===== config.mk =====
export PLATFORM = sky130hd
export DESIGN_NAME = mem_arbiter
export DESIGN_NICKNAME = d
export VERILOG_FILES = /design/src/rtl/mem_arbiter.sv
export SDC_FILE = /design/constraint.sdc
export NUM_CORES = 1
export LEC_CHECK = 0
export BUFFER_PORTS_ARGS = -buffer_cell sky130_fd_sc_hd__buf_4
export CORE_MARGIN = 1
export CORE_UTILIZATION = 47
export DETAILED_ROUTE_END_ITERATION = 7
export PLACE_DENSITY_LB_ADDON = 0.25
export SYNTH_ARGS = -nofsm -noshare
export SYNTH_HDL_FRONTEND = slang
export SYNTH_SLANG_ARGS = --single-unit

===== constraint.sdc =====
create_clock -name clk -period 2.49 [get_ports clk]
set_input_delay 0.747 -clock clk [delete_from_list [all_inputs] [get_ports clk]]
set_output_delay 0.747 -clock clk [all_outputs]
set_load 0.03 [all_outputs]

===== src/rtl/mem_arbiter.sv =====
// Round-robin arbiter sharing one memory port between instruction fetch and data access.
// Latency: grant 1 cycle after request, ack 1 cycle after mem_ready (minimum 2 cycles req->ack).
// Backpressure: requests are held until ack; stall covers the wait; mem_ready stretches BUSY up to TIMEOUT cycles.
module mem_arbiter #(
    parameter int TIMEOUT = 255
) (
    input  logic        clk,
    input  logic        reset,
    input  logic        if_req,
    input  logic [31:0] if_addr,
    output logic [31:0] if_rdata,
    output logic        if_ack,
    input  logic        d_req,
    input  logic        d_we,
    input  logic [31:0] d_addr,
    input  logic [31:0] d_wdata,
    output logic [31:0] d_rdata,
    output logic        d_ack,
    output logic        mem_req,
    output logic        mem_we,
    output logic [31:0] mem_addr,
    output logic [31:0] mem_wdata,
    input  logic [31:0] mem_rdata,
    input  logic        mem_ready,
    output logic        stall,
    output logic        err
);
    typedef enum logic [1:0] {IDLE, BUSY, RESP} state_t;

    localparam logic [8:0]  TMO = TIMEOUT[8:0];
    localparam logic [31:0] NOP = 32'h0000_0013;

    state_t     state;
    logic       grant_d;
    logic       last_grant;
    logic       pick_d;
    logic [8:0] wait_cnt;
    logic [8:0] wait_nxt;

    always_comb begin
        pick_d   = (if_req && d_req) ? ~last_grant : d_req;
        wait_nxt = wait_cnt + 9'd1;
    end

    assign stall = (if_req & ~if_ack) | (d_req & ~d_ack);

    always_ff @(posedge clk) begin
        if (reset) begin
            state      <= IDLE;
            grant_d    <= 1'b0;
            last_grant <= 1'b1;
            wait_cnt   <= '0;
            mem_req    <= 1'b0;
            mem_we     <= 1'b0;
            mem_addr   <= '0;
            mem_wdata  <= '0;
            if_rdata   <= '0;
            d_rdata    <= '0;
            if_ack     <= 1'b0;
            d_ack      <= 1'b0;
            err        <= 1'b0;
        end else begin
            case (state)
                IDLE: begin
                    if (if_req || d_req) begin
                        state      <= BUSY;
                        grant_d    <= pick_d;
                        last_grant <= pick_d;
                        wait_cnt   <= '0;
                        mem_req    <= 1'b1;
                        mem_addr   <= pick_d ? d_addr : if_addr;
                        mem_we     <= pick_d & d_we;
                        mem_wdata  <= pick_d ? d_wdata : '0;
                    end
                end
                BUSY: begin
                    // mem_ready wins over a timeout landing in the same cycle
                    if (mem_ready) begin
                        if (grant_d) d_rdata  <= mem_rdata;
                        else         if_rdata <= mem_rdata;
                        d_ack   <= grant_d;
                        if_ack  <= ~grant_d;
                        mem_req <= 1'b0;
                        state   <= RESP;
                    end else if (wait_nxt == TMO) begin
                        if (grant_d) d_rdata  <= NOP;
                        else         if_rdata <= NOP;
                        err      <= 1'b1;
                        d_ack    <= grant_d;
                        if_ack   <= ~grant_d;
                        mem_req  <= 1'b0;
                        wait_cnt <= wait_nxt;
                        state    <= RESP;
                    end else begin
                        wait_cnt <= wait_nxt;
                    end
                end
                RESP: begin
                    if_ack <= 1'b0;
                    d_ack  <= 1'b0;
                    state  <= IDLE;
                end
                default: state <= IDLE;
            endcase
        end
    end
endmodule

### Yosys cells after proc, flatten, opt, wreduce, memory -nomap -nowiden

Cells that the tools add are included.

* bitwise logic cells: 9
* add/subtract/negate cells: 1
* eq/ne operators: 6
* multiplexer cells: 28
* reductions and logical operators: 14

Operators with widths (number)
* $mux W32: 10
* $mux W9: 2
* $pmux W9 S2: 1
* $reduce_and A3 Y1: 5
* $add A9 B1 Y9 const B: 1
* $eq A9 B8 Y1 const B: 1
* $mux W1: 8
* $mux W2: 3
* $pmux W1 S2: 3
* $reduce_and A2 Y1: 3
* $reduce_bool A2 Y1: 3
* $not A1 Y1: 5
* $ne A2 B2 Y1 const B: 2
* $pmux W2 S2: 1
* $and A1 B1 Y1: 3
* $ne A3 B3 Y1 const B: 1
* $eq A2 B1 Y1 const B: 1
* $eq A2 B2 Y1 const B: 1
* $logic_not A2 Y1: 1
* $logic_and A1 B1 Y1: 1
* $logic_or A1 B1 Y1: 1
* $or A1 B1 Y1: 1

* input bits: 134
* output and inout bits: 134
* logic and storage cells: 71
* register bits: 146

### Longest topological paths before layout

Gate-level depths: netlist of run 1.

* word-level depth: 5
* depth in mapped cells: 8
* depth with buffers taken out: 7

### Worst setup path after synthesis of run 1

Ideal clock, no wire load.

* path type: reg2reg
* from: register wait_cnt[0]
* to: register if_rdata[2]
* cell stages (with the launch flop): 8
* arrival: 1905 ps
* setup slack: 447 ps
* setup time: 138 ps
* path buffers: 1
* required time: 2352 ps
* period minus slack after synthesis: 2043 ps
* cells stage by stage: dfxtp_1 -> ha_1 -> nand4_1 -> or4_4 -> o311a_4 -> o21ai_4 -> buf_6 -> o32ai_1

* longest elaborated chain between the ends: 4

RTL lines
* start: declaration: RTL line 37 `logic [8:0] wait_cnt;`
* start signal: assignment: RTL line 92 `wait_cnt <= wait_nxt;`
* start signal: assignment: RTL line 95 `wait_cnt <= wait_nxt;`
* $add A9 B1 Y9: RTL line 42 `wait_nxt = wait_cnt + 9'd1;`
* $eq A9 B8 Y1: RTL line 85 `end else if (wait_nxt == TMO) begin`
* $reduce_bool A2 Y1 (no line)
* $reduce_and A3 Y1 (no line)
* end signal: assignment: RTL line 80 `else if_rdata <= mem_rdata;`
* end: declaration: RTL line 11 `output logic [31:0] if_rdata,`

No other way between the ends.
A chain may end at the register's enable or synchronous reset.

### Final worst setup path of run 1

* from: register wait_cnt[0]
* to: register if_rdata[4]

Same word-level chain as after synthesis.

==> results of run 1 <==
==> state kept, by name, indices dropped and copies added, names as in the netlist <==
register,flops
grant_d,1
wait_cnt,9
mem_addr,32
last_grant,1
state,2
d_ack,1
if_rdata,32
if_ack,1
err,1
mem_wdata,32
mem_we,1
mem_req,1
d_rdata,32
==> Yosys cell counts (all sizes together), types with 3 or more instances <==
cell    number  share of area, %
dfxtp      146                51
nor2        79               5.1
inv         62               4.0
o32ai       58               8.8
clkbuf      40               2.6
nand2       39               2.5
a22oi       33               4.3
a211oi      32               4.2
mux2i       32               5.5
a21oi       13               1.1
buf         11               1.7
o21ai       11               1.3
o221a        6               1.2
and3         4              0.54
nand3        4              0.35
a311oi       3              0.45
a31o         3              0.45
nand4        3              0.32
nor2b        3              0.32
==> worst paths after layout <==
| kind | cells after the start | slack [ns] | to | start |
|---|---|---|---|---|
| setup reg to reg | 7 | 0.21 | if_rdata[4]$_SDFFE_PP0P_ | wait_cnt[0]$_SDFFE_PP0P_ |
| hold / removal | 1 | 0.48 | err$_SDFFE_PP0P_ | err$_SDFFE_PP0P_ |
| setup / recovery | 7 | 0.21 | if_rdata[4]$_SDFFE_PP0P_ | wait_cnt[0]$_SDFFE_PP0P_ |
| hold reg to reg | 1 | 0.48 | err$_SDFFE_PP0P_ | err$_SDFFE_PP0P_ |
==> report_power, final <==
group / total (mW) / internal [mW] / leakage [nW] / switching [mW]
registers: 2.55 / 2.47 / 1.19 / 0.0770
logic: 1.09 / 0.457 / 2.18 / 0.634
clock network: 2.42 / 1.47 / 0.276 / 0.957
total: 6.06 / 4.39 / 3.64 / 1.67
==> routing by layer <==
metal  GRT usage, %  wire length [um]  up-vias
li1               -                 -     2719
met1           30.2              6540     2646
met2           44.9              8480      233
met3           5.52               926       36
met4           11.8               454        0
met5              0                 0        -
==> cell usage in the layout (no fill, tap or decap), types with 3 or more instances in the layout <==
cell,Yosys,routed
buf_12,0,3
nand4_1,3,3
mux2i_1,32,32
nand2_1,39,39
inv_1,62,62
nand3_1,4,4
dfxtp_1,146,146
clkinvlp_4,0,3
a211oi_1,32,32
o21ai_0,8,8
buf_4,1,279
o221a_2,6,6
a311oi_1,3,3
a21oi_1,13,12
a22oi_1,33,33
a31o_2,3,3
clkinv_2,0,6
nor2_1,79,79
clkbuf_16,0,17
nor2b_1,3,3
o32ai_1,58,58
==> per-stage QoR <==
step           power (mW)  hold WS (ns)  cells  utilization [%]  setup slack [ns]
2_1_floorplan        3.21         0.438    613                -             0.447
3_3_place_gp         3.66         0.457    991             65.7             0.340
3_5_place_dp         3.69         0.467    991             65.7             0.239
4_1_cts              6.11         0.480   1023             70.4             0.224
5_1_grt              6.32         0.507   1023             70.4            0.0857
6_report             6.06         0.477   1023             70.4             0.207
==> logic make-up after synthesis <==
group,count (synthesis),synth area share (%)
buffers and inverters,114,8.43
DFF,146,50.6
and+or+nand+nor,147,11.2
muxes,32,5.54
adders and majority gates,2,0.433
AOI/OAI and AO/OA,171,23.7
xor gates and xnor gates,1,0.152
==> area by class of cell <==
type / count / share of cell area, %
flip-flops and latches: 146 / 34.6
multi-input cells: 353 / 28.3
repair buffers: 282 / 25.5
clock buffers: 18 / 5.07
inverters: 63 / 2.80
well taps: 147 / 2.17
clock inverters: 14 / 1.64
==> qor.csv, run 1 <==
stage;metric;value;unit
cells_and_area;synthToLayoutAreaGrowth;46.4;%
route;ant_nets;0;
route;drc;0;
die;io_pins;268;
synthesis;synth_ff_type;dfxtp_1;
cells_and_area;final_nets;999;
synthesis;avgSynthCellArea;9.42;um2
setup_path;cpMaxStageDelayCell;or4_4;
cells_and_area;multi_input_area;0.00239;mm2
run_status;outcome;finished clean;
place;dpl.hpwl;11800;um
synthesis;synthArstFlopShare;0;%
cells_and_area;seq_area;0.00292;mm2
route;detail_route.wirelength;16400;um
clock_network;clock_latency;0.41;ns
synthesis;syn-instance-count;613;
timing;finalCriticalPeriod;2.28;ns
clock_network;clkTransAtPathRegs;0.06;ns
setup_path;path_delay_family;simple AND/OR/NAND/NOR gates;
die;die_area;0.0127;mm2
setup_path;cp-end-kind;flop;
route;vias;5634;
setup_path;crit_chain;ha_1, nand4_1, or4_4, o311a_4, o21ai_4, buf_12, o221a_2;
pwr;power_density;717;mW/mm2
global_routing;antenna_found_initial;0;
setup_path;crit_path_max_incr_delay;0.51;ns
clock_network;htree_levels;4;
synthesis;ys.warnings.count;0;
timing;period_share;91.7;%
die;core;0.0120;mm2
synthesis;synth-seq-cells;146;
clock_network;clock-root-buffer;clkbuf_16;
clock_network;cts_tree;built;
timing;setup_viol;0;
setup_path;critical_path_class;flop to flop;
timing;fin_skew;0.00888;ns
cells_and_area;final_cell_area;0.00846;mm2
clock_network;cts_resized;0;
clock_network;hold_buffers;0;
clock_network;cts_buffer_depth;2;
setup_path;worst-path-buf-inv;1;
die;start_util;48.1;%
cells_and_area;diodes;0;
synthesis;synthesis.area;0.00578;mm2
setup_path;cp_max_fo;33;
global_routing;first_global_vias;5441;
clock_network;cts_setup_buffers;0;
place;place_congestion;0.846;
timing;maxSlewViolCount;0;
pwr;p_leak;3.64;nW
cells_and_area;drive_above_1_share;38.0;%
route;dr.pass1.iters;5;
die;die_h;113;um
route;routedWlPerCell;16.0;um
route;drt_iter0_markers;442;
job;maxCapViolCount;0;
clock_network;clock-sinks;146;
timing;worstMarginPinSlew;0.510;ns
place;place_area;0.00789;mm2
global_routing;grt_usage;25.7;%
die;num_rows;40;
die;die_w;113;um
synthesis;yosysSeqAreaShare;50.6;%
synthesis;synth_nets;749;
worst_hold_path;min_path_type;flop to flop;
timing;max_freq;438;MHz
synthesis;synth_edf_count;0;
route;drt-vias-per-instance;5.51;
timing;rsz0062_at_grt;no;
synthesis;yosysUniqueCellTypes;51;
cells_and_area;fillers;936;
timing;slew_headroom;66.0;%
timing;fin_setup_tns;0;ns
global_routing;grt_max_degree;50;
setup_path;crit_required;2.84;ns
timing;hold_violations;0;
setup_path;crit_path_start_kind;flop;
global_routing;grt-ovfl-total;0;
setup_path;crit_arrival;2.63;ns
pwr;vdd_drop_max;0.000430;V
global_routing;grt_pass1_wl;26200;um
clock_network;cts_buffers;17;
place;port_buffers;267;
Power figures use the tool's default switching activity.
==> inputs of run 2 (changes only) <==
--- a/config.mk
+++ b/config.mk
@@ -6,7 +6,7 @@
 export NUM_CORES = 1
 export LEC_CHECK = 0
 export BUFFER_PORTS_ARGS = -buffer_cell sky130_fd_sc_hd__buf_4
-export CORE_MARGIN = 1
+export CORE_MARGIN = 2
 export CORE_UTILIZATION = 47
 export DETAILED_ROUTE_END_ITERATION = 7
 export PLACE_DENSITY_LB_ADDON = 0.25
==> run 2 against run 1 <==
Clock power up 14%. Via count fell by 0.73%. Die area up 3.6%. Cell count fell by 0.29%. Register-to-register slack worse by 0.04 ns.
==> qor.csv, run 2 (synthesized netlist as in run 1, its figures left out) <==
stage;metric;value;unit
pwr;switching_power;1.67;mW
die;die_w;115;um
clock_network;clkTransAtPathRegs;0.06;ns
clock_network;cts_buffers;17;
place;post-place-ws;0.204;ns
global_routing;first_global_vias;5204;
place;place_area;0.00792;mm2
die;io_pins;268;
route;detail_route.wirelength;16800;um
die;core;0.0120;mm2
clock_network;cts_resized;0;
die;die_area;0.0132;mm2
route;route.met3.wl;995;um
place;place_congestion;0.908;
pwr;power.total;6.41;mW
setup_path;cp_max_fo;33;
setup_path;cpMaxStageDelayCell;or4_4;
global_routing;grt-ovfl-total;0;
die;num_rows;40;
pwr;power_density;748;mW/mm2
route;wl_met2;8900;um
setup_path;crit_path_max_incr_delay;0.52;ns
global_routing;grt_usage;24.5;%
route;drt_iter0_markers;566;
clock_network;cts_buffer_depth;2;
cells_and_area;fillers;939;
setup_path;crit_chain;ha_1, nand4_1, or4_4, o311a_4, o21ai_4, buf_12, o221a_2;
setup_path;crit_path_start_kind;flop;
route;vias;5593;
timing;hold_violations;0;
clock_network;clock_latency;0.41;ns
place;port_buffers;267;
setup_path;worst-path-buf-inv;1;
job;maxCapViolCount;0;
pwr;p_int;4.74;mW
pwr;seqPwrFrac;39.7;%
pwr;p_leak;3.68;nW
clock_network;cts_tree;built;
timing;worstMarginPinSlew;0.599;ns
route;met1Wirelength;6680;um
timing;finalCriticalPeriod;2.33;ns
cells_and_area;final_cell_area;0.00857;mm2
timing;hold_slack;0.473;ns
place;dp.cells;988;
cells_and_area;final_nets;996;
setup_path;critical_path_class;flop to flop;
global_routing;grt_pass1_wl;25800;um
timing;maxSlewViolCount;0;
cells_and_area;synthToLayoutAreaGrowth;48.4;%
setup_path;path_delay_family;simple AND/OR/NAND/NOR gates;
timing;slew_headroom;60.0;%
pwr;clkPwrFrac;43.1;%
route;drt-vias-per-instance;5.48;
clock_network;htree_levels;4;
setup_path;crit_arrival;2.69;ns
timing;fin_skew;0.00708;ns
clock_network;clock-sinks;146;
cells_and_area;layout_common_cells;buf_4, dfxtp_1, nor2_1;
timing;rsz0062_at_grt;no;
clock_network;hold_buffers;0;
pwr;netSwitchingFraction;26.1;%
pwr;vdd_drop_max;0.000511;V
route;drc;0;
cells_and_area;fin_cells;1020;
timing;setup_viol;0;
global_routing;antenna_found_initial;0;
global_routing;grt_max_degree;135;
timing;fin_setup_tns;0;ns
die;start_util;48.1;%
route;routedWlPerCell;16.4;um
worst_hold_path;min_path_type;flop to flop;
route;dr.max_layer_used;met4;
timing;max_freq;430;MHz
clock_network;cts_setup_buffers;0;
pwr;combPwrFrac;17.3;%
setup_path;crit_required;2.85;ns
die;die_h;115;um
place;dpl.hpwl;11800;um
cells_and_area;layout_commonest_cell;buf_4;
route;dr.pass1.iters;6;
route;ant_nets;0;
cells_and_area;drive_above_1_share;37.8;%
setup_path;cp-end-kind;flop;
cells_and_area;diodes;0;
clock_network;clock-root-buffer;clkbuf_16;
run_status;outcome;finished clean;
timing;period_share;93.5;%
timing;setup_slack;0.163;ns
cells_and_area;post-route-util;71.4;%
## run 2: cell types whose count changed in the layout (fill, tap and decap cells not counted), sizes merged
cell and change:
buf -3, bufinv +3, clkinv -3, clkbuf +1
inv -1
## run 2: final timing paths
path / startpoint / endpoint / slack (ns) / depth (start not counted)
worst min register to register: err$_SDFFE_PP0P_ / err$_SDFFE_PP0P_ / 0.47 / 1
worst min-delay path: err$_SDFFE_PP0P_ / err$_SDFFE_PP0P_ / 0.47 / 1
worst max register to register: wait_cnt[1]$_SDFFE_PP0P_ / if_rdata[4]$_SDFFE_PP0P_ / 0.16 / 7
worst max-delay path: wait_cnt[1]$_SDFFE_PP0P_ / if_rdata[4]$_SDFFE_PP0P_ / 0.16 / 7
## run 2: cell type report
cell class	instances	area, um2	area share (%)
clock buffer	19	443	5.17
clock inverter	13	209	2.44
inverter	63	236	2.76
multi-input combinational	353	2390	27.9
sequential	146	2920	34.1
tap	147	184	2.15
timing repair buffer	279	2180	25.5
## run 2: routing by layer
metal	vias up	track usage [%]
met1	2643	28.5
met4	0	7.63
met5	-	0
met2	222	44.5
met3	19	5.85
li1	2709	-
## run 2: power by group through the flow
stage / Combinational, mW / Clock [mW] / Sequential [mW]
detailed placement: 1.11 / 0 / 2.59
CTS: 1.11 / 2.80 / 2.54
global route: 1.18 / 2.93 / 2.56
finish: 1.11 / 2.76 / 2.55
floorplan: 0.379 / 0 / 2.83
global placement: 1.08 / 0 / 2.59
